### config.mk
export PLATFORM = sky130hd
export DESIGN_NAME = mul_div_seq
export DESIGN_NICKNAME = d
export VERILOG_FILES = /design/src/rtl/mul_div_seq.sv
export SDC_FILE = /design/constraint.sdc
export NUM_CORES = 1
export LEC_CHECK = 0
export ABC_AREA = 1
export CORE_MARGIN = 1
export CORE_UTILIZATION = 25
export CTS_CLUSTER_SIZE = 30
export DETAILED_ROUTE_END_ITERATION = 6
export PLACE_DENSITY = 0.46
export SLEW_MARGIN = 20
export SYNTH_ARGS = -nofsm -noshare
export SYNTH_HDL_FRONTEND = slang
export SYNTH_SLANG_ARGS = --single-unit
### constraint.sdc
create_clock -name clk -period 2.9 [get_ports clk]
set_input_delay 0.435 -clock clk [delete_from_list [all_inputs] [get_ports clk]]
set_output_delay 0.435 -clock clk [all_outputs]
set_load 0.03 [all_outputs]
### src/rtl/mul_div_seq.sv
// rtl/mul_div_seq.sv - sequential 8x8 shift-add multiplier / restoring divider (MUL AB / DIV AB)
//
// Ports:
//   clk      in   system clock, rising edge
//   rst_n    in   synchronous active-low reset
//   start    in   request pulse, accepted only in IDLE or DONE
//   op       in   0 = MUL AB, 1 = DIV AB
//   a_data   in   [7:0] ACC operand (multiplicand / dividend)
//   b_data   in   [7:0] B operand (multiplier / divisor)
//   psw_in   in   [7:0] PSW at request time
//   busy     out  high while iterating (state RUN)
//   done     out  one-cycle completion pulse (state DONE)
//   a_out    out  [7:0] product low byte / quotient
//   b_out    out  [7:0] product high byte / remainder
//   psw_out  out  [7:0] PSW with CY (bit 7) cleared and OV (bit 2) updated
//
// Optional feature: MULDIV_DIV0_FAST_EN - DIV by zero bypasses RUN and completes immediately.
module mul_div_seq (
    input  logic       clk,
    input  logic       rst_n,
    input  logic       start,
    input  logic       op,
    input  logic [7:0] a_data,
    input  logic [7:0] b_data,
    input  logic [7:0] psw_in,
    output logic       busy,
    output logic       done,
    output logic [7:0] a_out,
    output logic [7:0] b_out,
    output logic [7:0] psw_out
);

    typedef enum logic [1:0] {
        IDLE = 2'd0,
        RUN  = 2'd1,
        DONE = 2'd2
    } state_t;

    state_t     state;
    state_t     state_next;
    logic [3:0] cnt;
    logic       op_r;
    logic [7:0] a_r;
    logic [7:0] b_r;
    logic [7:0] psw_r;
    // hi: partial product high byte / partial remainder
    // lo: multiplier shifting out LSB-first / dividend shifting out MSB-first, quotient shifting in
    logic [7:0] hi;
    logic [7:0] lo;

    logic       accept;
    logic       last_iter;
    logic [8:0] mul_sum;
    logic [8:0] div_shift;
    logic [8:0] div_diff;
    logic       div_ge;
    logic [7:0] hi_step;
    logic [7:0] lo_step;
    logic [7:0] res_a;
    logic [7:0] res_b;
    logic       res_ov;
    logic [7:0] res_psw;

    assign accept    = start && (state != RUN);
    assign last_iter = (cnt == 4'd7);
    assign busy      = (state == RUN);
    assign done      = (state == DONE);

`ifdef MULDIV_DIV0_FAST_EN
    logic div0_in;
    assign div0_in = op && (b_data == 8'h00);
`endif

    always_comb begin
        state_next = state;
        case (state)
            IDLE, DONE: begin
                if (start) begin
`ifdef MULDIV_DIV0_FAST_EN
                    state_next = div0_in ? DONE : RUN;
`else
                    state_next = RUN;
`endif
                end else begin
                    state_next = IDLE;
                end
            end
            RUN: begin
                if (last_iter) begin
                    state_next = DONE;
                end
            end
            default: state_next = IDLE;
        endcase
    end

    // One iteration of either algorithm, computed from the current hi/lo.
    always_comb begin
        mul_sum   = {1'b0, hi} + (lo[0] ? {1'b0, a_r} : 9'd0);
        div_shift = {hi, lo[7]};
        div_diff  = div_shift - {1'b0, b_r};
        div_ge    = (div_shift >= {1'b0, b_r});
        if (op_r) begin
            hi_step = div_ge ? div_diff[7:0] : div_shift[7:0];
            lo_step = {lo[6:0], div_ge};
        end else begin
            // Right shift of {carry, sum, multiplier}: the finished product bit drops into lo.
            hi_step = mul_sum[8:1];
            lo_step = {mul_sum[0], lo[7:1]};
        end
    end

    // Final results taken from the last iteration's step values.
    always_comb begin
        res_a  = lo_step;
        res_b  = hi_step;
        res_ov = 1'b0;
        if (op_r) begin
            if (b_r == 8'h00) begin
                res_a  = 8'hFF;
                res_b  = a_r;
                res_ov = 1'b1;
            end
        end else begin
            res_ov = (hi_step != 8'h00);
        end
        res_psw = (psw_r & 8'h7B) | {5'b00000, res_ov, 2'b00};
    end

    always_ff @(posedge clk) begin
        if (!rst_n) begin
            state   <= IDLE;
            cnt     <= 4'd0;
            op_r    <= 1'b0;
            a_r     <= 8'h00;
            b_r     <= 8'h00;
            psw_r   <= 8'h00;
            hi      <= 8'h00;
            lo      <= 8'h00;
            a_out   <= 8'h00;
            b_out   <= 8'h00;
            psw_out <= 8'h00;
        end else begin
            state <= state_next;
            if (accept) begin
                op_r  <= op;
                a_r   <= a_data;
                b_r   <= b_data;
                psw_r <= psw_in;
                cnt   <= 4'd0;
                hi    <= 8'h00;
                lo    <= op ? a_data : b_data;
`ifdef MULDIV_DIV0_FAST_EN
                if (div0_in) begin
                    a_out   <= 8'hFF;
                    b_out   <= a_data;
                    psw_out <= (psw_in & 8'h7B) | 8'h04;
                end
`endif
            end else if (state == RUN) begin
                hi  <= hi_step;
                lo  <= lo_step;
                cnt <= last_iter ? 4'd0 : cnt + 4'd1;
                if (last_iter) begin
                    a_out   <= res_a;
                    b_out   <= res_b;
                    psw_out <= res_psw;
                end
            end
        end
    end

endmodule

# Word-level counts from Yosys, hierarchy flattened
# Index checks and enable logic that the tools add are counted.
# word_totals
mem_bits_rw	0
input_bits	28
elab_cells	48
output_inout_bits	26
ff_bits	70
n_memories	0
mem_bits_ro	0
latchBits	0
# classes
div	0
mux	17
n_bitwise	3
n_addsub	3
shifts	0
order_cmp	1
eq_ne	5
n_reduce_logical	8
n_mul	0
# ops
operator	count
8-bit 2-to-1 mux	11
8-bit by 8-bit adder with 9-bit output	1
9-bit by 8-bit greater-or-equal comparator with 1-bit output	1
8-bit zero test	1
8-bit nonzero test	1
8-bit subtractor	1
7-bit by 3-bit OR with 7-bit output	1
4-bit by 1-bit adder with 4-bit output (second input constant)	1
4-bit by 3-bit equality test with 1-bit output (second input constant)	1
4-bit 2-to-1 mux	1
2-bit by 1-bit != test with 1-bit output (second input constant)	2
2-bit case mux with 2 select lines	1
2-bit OR reduction	2
1-bit 2-to-1 mux	3
3-bit AND reduction	1
2-bit by 1-bit equality test with 1-bit output (second input constant)	1
2-bit equality test (second input constant)	1
2-bit zero test	1
2-bit 2-to-1 mux	1
1-bit NOT	2
2-bit nonzero test	1
1-bit logical AND	1

# Depth between registers and ports, before layout
# depth
depth_word	6
mapped_depth	19
depth_no_buf	18

# Least setup slack after synthesis
# Ideal clock, no wire load.
# synth_timing
path_type	flip-flop to flip-flop
startpoint	register lo[0]
endpoint	register psw_out[2]
setup_ns	0.122
t_arrival_ns	2.005
synth_period_minus_slack_ns	2.127
stages_incl_launch_ff	18
path_buffers	1
t_required_ns	2.778
path_slack_ns	0.773
cell_sequence	dfxtp_1 > clkbuf_1 > nand2_1 > inv_1 > ha_1 > fa_1 > nand3_1 > nand3_1 > a21oi_1 > nand2_1 > nand2_1 > nand2_1 > inv_1 > nand2_1 > nor2_1 > nand2_1 > nand2_1 > a21oi_2
# synth_between
elab_chain_cells	6
# synth_lines
element	line_no	source
from (decl)	49	logic [7:0] lo;
from (signal assigned)	152	lo <= op ? a_data : b_data;
from (signal assigned)	162	lo <= lo_step;
8-bit 2-to-1 mux	99	mul_sum = {1'b0, hi} + (lo[0] ? {1'b0, a_r} : 9'd0);
8-bit by 8-bit adder with 9-bit output	99	
8-bit 2-to-1 mux	103	if (op_r) begin
8-bit nonzero test	125	res_ov = (hi_step != 8'h00);
1-bit 2-to-1 mux	118	if (op_r) begin
7-bit by 3-bit OR with 7-bit output	127	res_psw = (psw_r & 8'h7B) | {5'b00000, res_ov, 2'b00};
to (signal assigned)	167	psw_out <= res_psw;
to (decl)	30	output logic [7:0] psw_out
# Every way passes these cells.
# A chain may end at the register's enable or synchronous reset.

# Worst setup path after layout
# Ends and elaborated chain as after synthesis.

==> summary.md <==
| Metric | Value |
|---|---|
| Final period util | `84.3%` |
| Site row count | `45` |
| Skew-Pair Late Insertion Delay | `330 ps` |
| Die height | `127 um` |
| Max_slew headroom | `66.1%` |
| Layout area overhead | `25.4%` |
| Detailed Route WL | `11.9 mm` |
| TritonCTS clock tree | `done` |
| Layout Nets | `679` |
| Top achievable clock speed | `409 MHz` |
| Crit path capture type | `flop` |
| Initial antenna violation count | `0` |
| Number of vias per cell | `4.64` |
| Avg Inst Size Synth | `6.68 um^2` |
| Post-CTS Resized | `0` |
| CP required | `3120 ps` |
| Fin cells | `825` |
| Vias in the first global route | `3,835` |
| Layout cells sized above 1 | `7.69%` |
| Antenna cells | `0` |
| M1 GR Usage | `19.6%` |
| Setup TNS | `0 ps` |
| Largest net degree at the start of global routing | `31` |
| Total power | `2.65 mW` |
| ANT nets after route | `0` |
| Clk sinks | `68` |
| Gr usage total | `15.7%` |
| Number of post-CTS setup repair buffers | `0` |
| Max-cap violations | `0` |
| # setup viols final | `0` |
| Residual DRC | `0` |
| GP Congestion | `0.869` |
| Worst vdd ir | `245 uV` |
| Post-DP HPWL | `9.12 mm` |
| DP Cell Count | `809` |
| CTS clk-pin slew, worst paths | `50 ps` |
| Slew Viols, Final | `0` |
| CTS H-tree depth | `3` |
| Worst-case clock buffer depth | `2` |
| Ys Warns | `0` |
| Worst-margin pin slew | `507 ps` |
| Global-route wire length before repair | `19.5 mm` |
| DRT Pass-1 Iters | `5` |
| Final hold slack | `464 ps` |
| Cells after Synth | `584` |
| Crit-path max FO | `10` |
| Pleak | `2.32 nW` |
| Post-synth cell types | `35` |
| Top cell type's share of synthesized area | `34.9%` |
| Io pins | `54` |
| Root buf cell | `clkbuf_16` |
| Most used routing layer | `met2` |
| Count of routing violations after the opening detailed-route iteration | `174` |
| Clock Skew | `5.52 ps` |
| PD cells | `542 nW/um^2` |
| Hold Crit Class | `flop to flop` |
| Critical path class | `flop to flop` |
| Top cell type by total area after synthesis | `dfxtp_1` |
| RSZ-0062 raised after global routing | `false` |
| Via count | `3,824` |
| Final number of hold-violating endpoints | `0` |
| Cts bufs inserted | `9` |
| Die width | `127 um` |
| Starting Density | `25.6%` |
| Status | `completed` |
| Hold_buf cts | `0` |
| Total core area | `15,200 um^2` |
| GRT overflow | `0` |
| Worst Path Arrival | `2660 ps` |
| Met3 GRT Util | `2.74%` |
| Syn_nets | `631` |
| PortBufs | `50` |
| Global Route met2 Usage | `26.8%` |
| Sequential element share of the synthesized area | `34.9%` |
| Wire per inst | `14.4 um` |
| Top cells by area, synth | `dfxtp_1 35%, nand2_1 13%, inv_1 8.5%, o21ai_0 7.3%, nor2_1 5.9%` |
| Time the worst path needs with I/O delays and setup | `2450 ps` |
| Startpoint types | `flop` |
| Die area | `16,100 um^2` |
| Seq cells post-synth | `68` |
| Post-synthesis cell area | `3900 um^2` |
cell usage after synthesis (all sizes together):
| master | instances |
|---|---|
| a211oi | 9 |
| a21boi | 1 |
| a21oi | 47 |
| a31oi | 4 |
| a41oi | 1 |
| buf | 10 |
| clkbuf | 16 |
| clkinv | 2 |
| conb | 1 |
| dfxtp | 68 |
| fa | 2 |
| ha | 17 |
| inv | 90 |
| nand2 | 132 |
| nand3 | 26 |
| nand3b | 1 |
| nand4 | 5 |
| nor2 | 70 |
| nor3 | 8 |
| o2111ai | 1 |
| o211ai | 3 |
| o21ai | 57 |
| o221ai | 8 |
| o22ai | 1 |
| xnor2 | 2 |
| xor2 | 2 |
state kept, by name, indices dropped and copies added (netlist names), 2 cells and up:
signal and flops:
cnt 4, b_out 8, psw_out 7, psw_r 6, b_r 8, lo 8
state 2, hi 8, a_r 8, a_out 8
final timing paths:
| check | slack [ps] | startpoint | cells past startpoint | to |
|---|---|---|---|---|
| max | 450 | lo[0] | 16 | psw_out[2] |
| min | 460 | lo[7] | 2 | lo[7] |
| max reg2reg | 450 | lo[0] | 16 | psw_out[2] |
| min reg2reg | 460 | lo[7] | 2 | lo[7] |
logic make-up after synthesis:
kind of cell / share of synthesized area [%]
and+or+nand+nor: 26.2
adders and majority gates: 6.48
xor gates and xnor gates: 0.899
buffers and inverters: 12.1
other: 0.0962
AOI/OAI and AO/OA: 19.4
DFF: 34.9
area by class of cell:
class / count / area [um^2]
fill: 1662 / 10300
multi-input combinational: 398 / 2070
sequential: 68 / 1360
timing repair buffer: 63 / 598
inverter: 92 / 345
clock buffer: 13 / 260
tap: 188 / 235
clock inverter: 3 / 21.3
power breakdown:
part / internal, mW / leakage [nW] / switching, mW
registers: 0.981 / 0.556 / 0.0372
clock network: 0.626 / 0.136 / 0.404
logic: 0.219 / 1.63 / 0.384
worst max-delay path, stage by stage, from the launching register on:
cell and delay, ps:
dfxtp_1 430, nand2_1 110, inv_1 40, ha_1 200, fa_1 410, nand3_1 100
nand3_1 130, a21oi_1 220, nand2_1 80, nand2_1 90, nand2_1 70, inv_1 60
nand2_1 60, nor2_1 150, nand2_1 70, nand2_1 80, a21oi_2 60
metal layers:
layer | vias up | wire, um
met4 | 0 | 229
met2 | 68 | 5580
li1 | 1992 | -
met3 | 13 | 469
met1 | 1751 | 5630
met5 | - | 0
per-stage QoR:
stage / utilization (%) / setup slack (ps) / cell area [um^2]
finish: 32.2 / 454 / 4890
CTS: 32.2 / 451 / 4890
floorplan: - / 773 / 3900
global placement: 30.3 / 479 / 4610
detailed placement: 30.3 / 462 / 4610
global route: 32.2 / 227 / 4890
cells in the final DEF, fill, tap and decap left out, types with 2 or more instances in the layout:
| cell type | n |
|---|---|
| nand2_1 | 130 |
| inv_1 | 88 |
| dfxtp_1 | 68 |
| nor2_1 | 61 |
| o21ai_0 | 57 |
| clkdlybuf4s50_1 | 50 |
| a21oi_1 | 43 |
| nand3_1 | 22 |
| ha_1 | 17 |
| buf_4 | 13 |
| a211oi_1 | 9 |
| clkbuf_16 | 9 |
| nor2_2 | 8 |
| nor3_1 | 8 |
| o221ai_1 | 8 |
| nand4_1 | 5 |
| nand3_2 | 4 |
| a21oi_2 | 4 |
| a31oi_1 | 4 |
| o211ai_1 | 3 |
| clkinv_1 | 2 |
| inv_2 | 2 |
| nand2_2 | 2 |
| xor2_1 | 2 |
| xnor2_1 | 2 |
| fa_1 | 2 |
| clkbuf_1 | 2 |
| clkbuf_8 | 2 |
No activity file was read; power rests on OpenSTA's default activity.
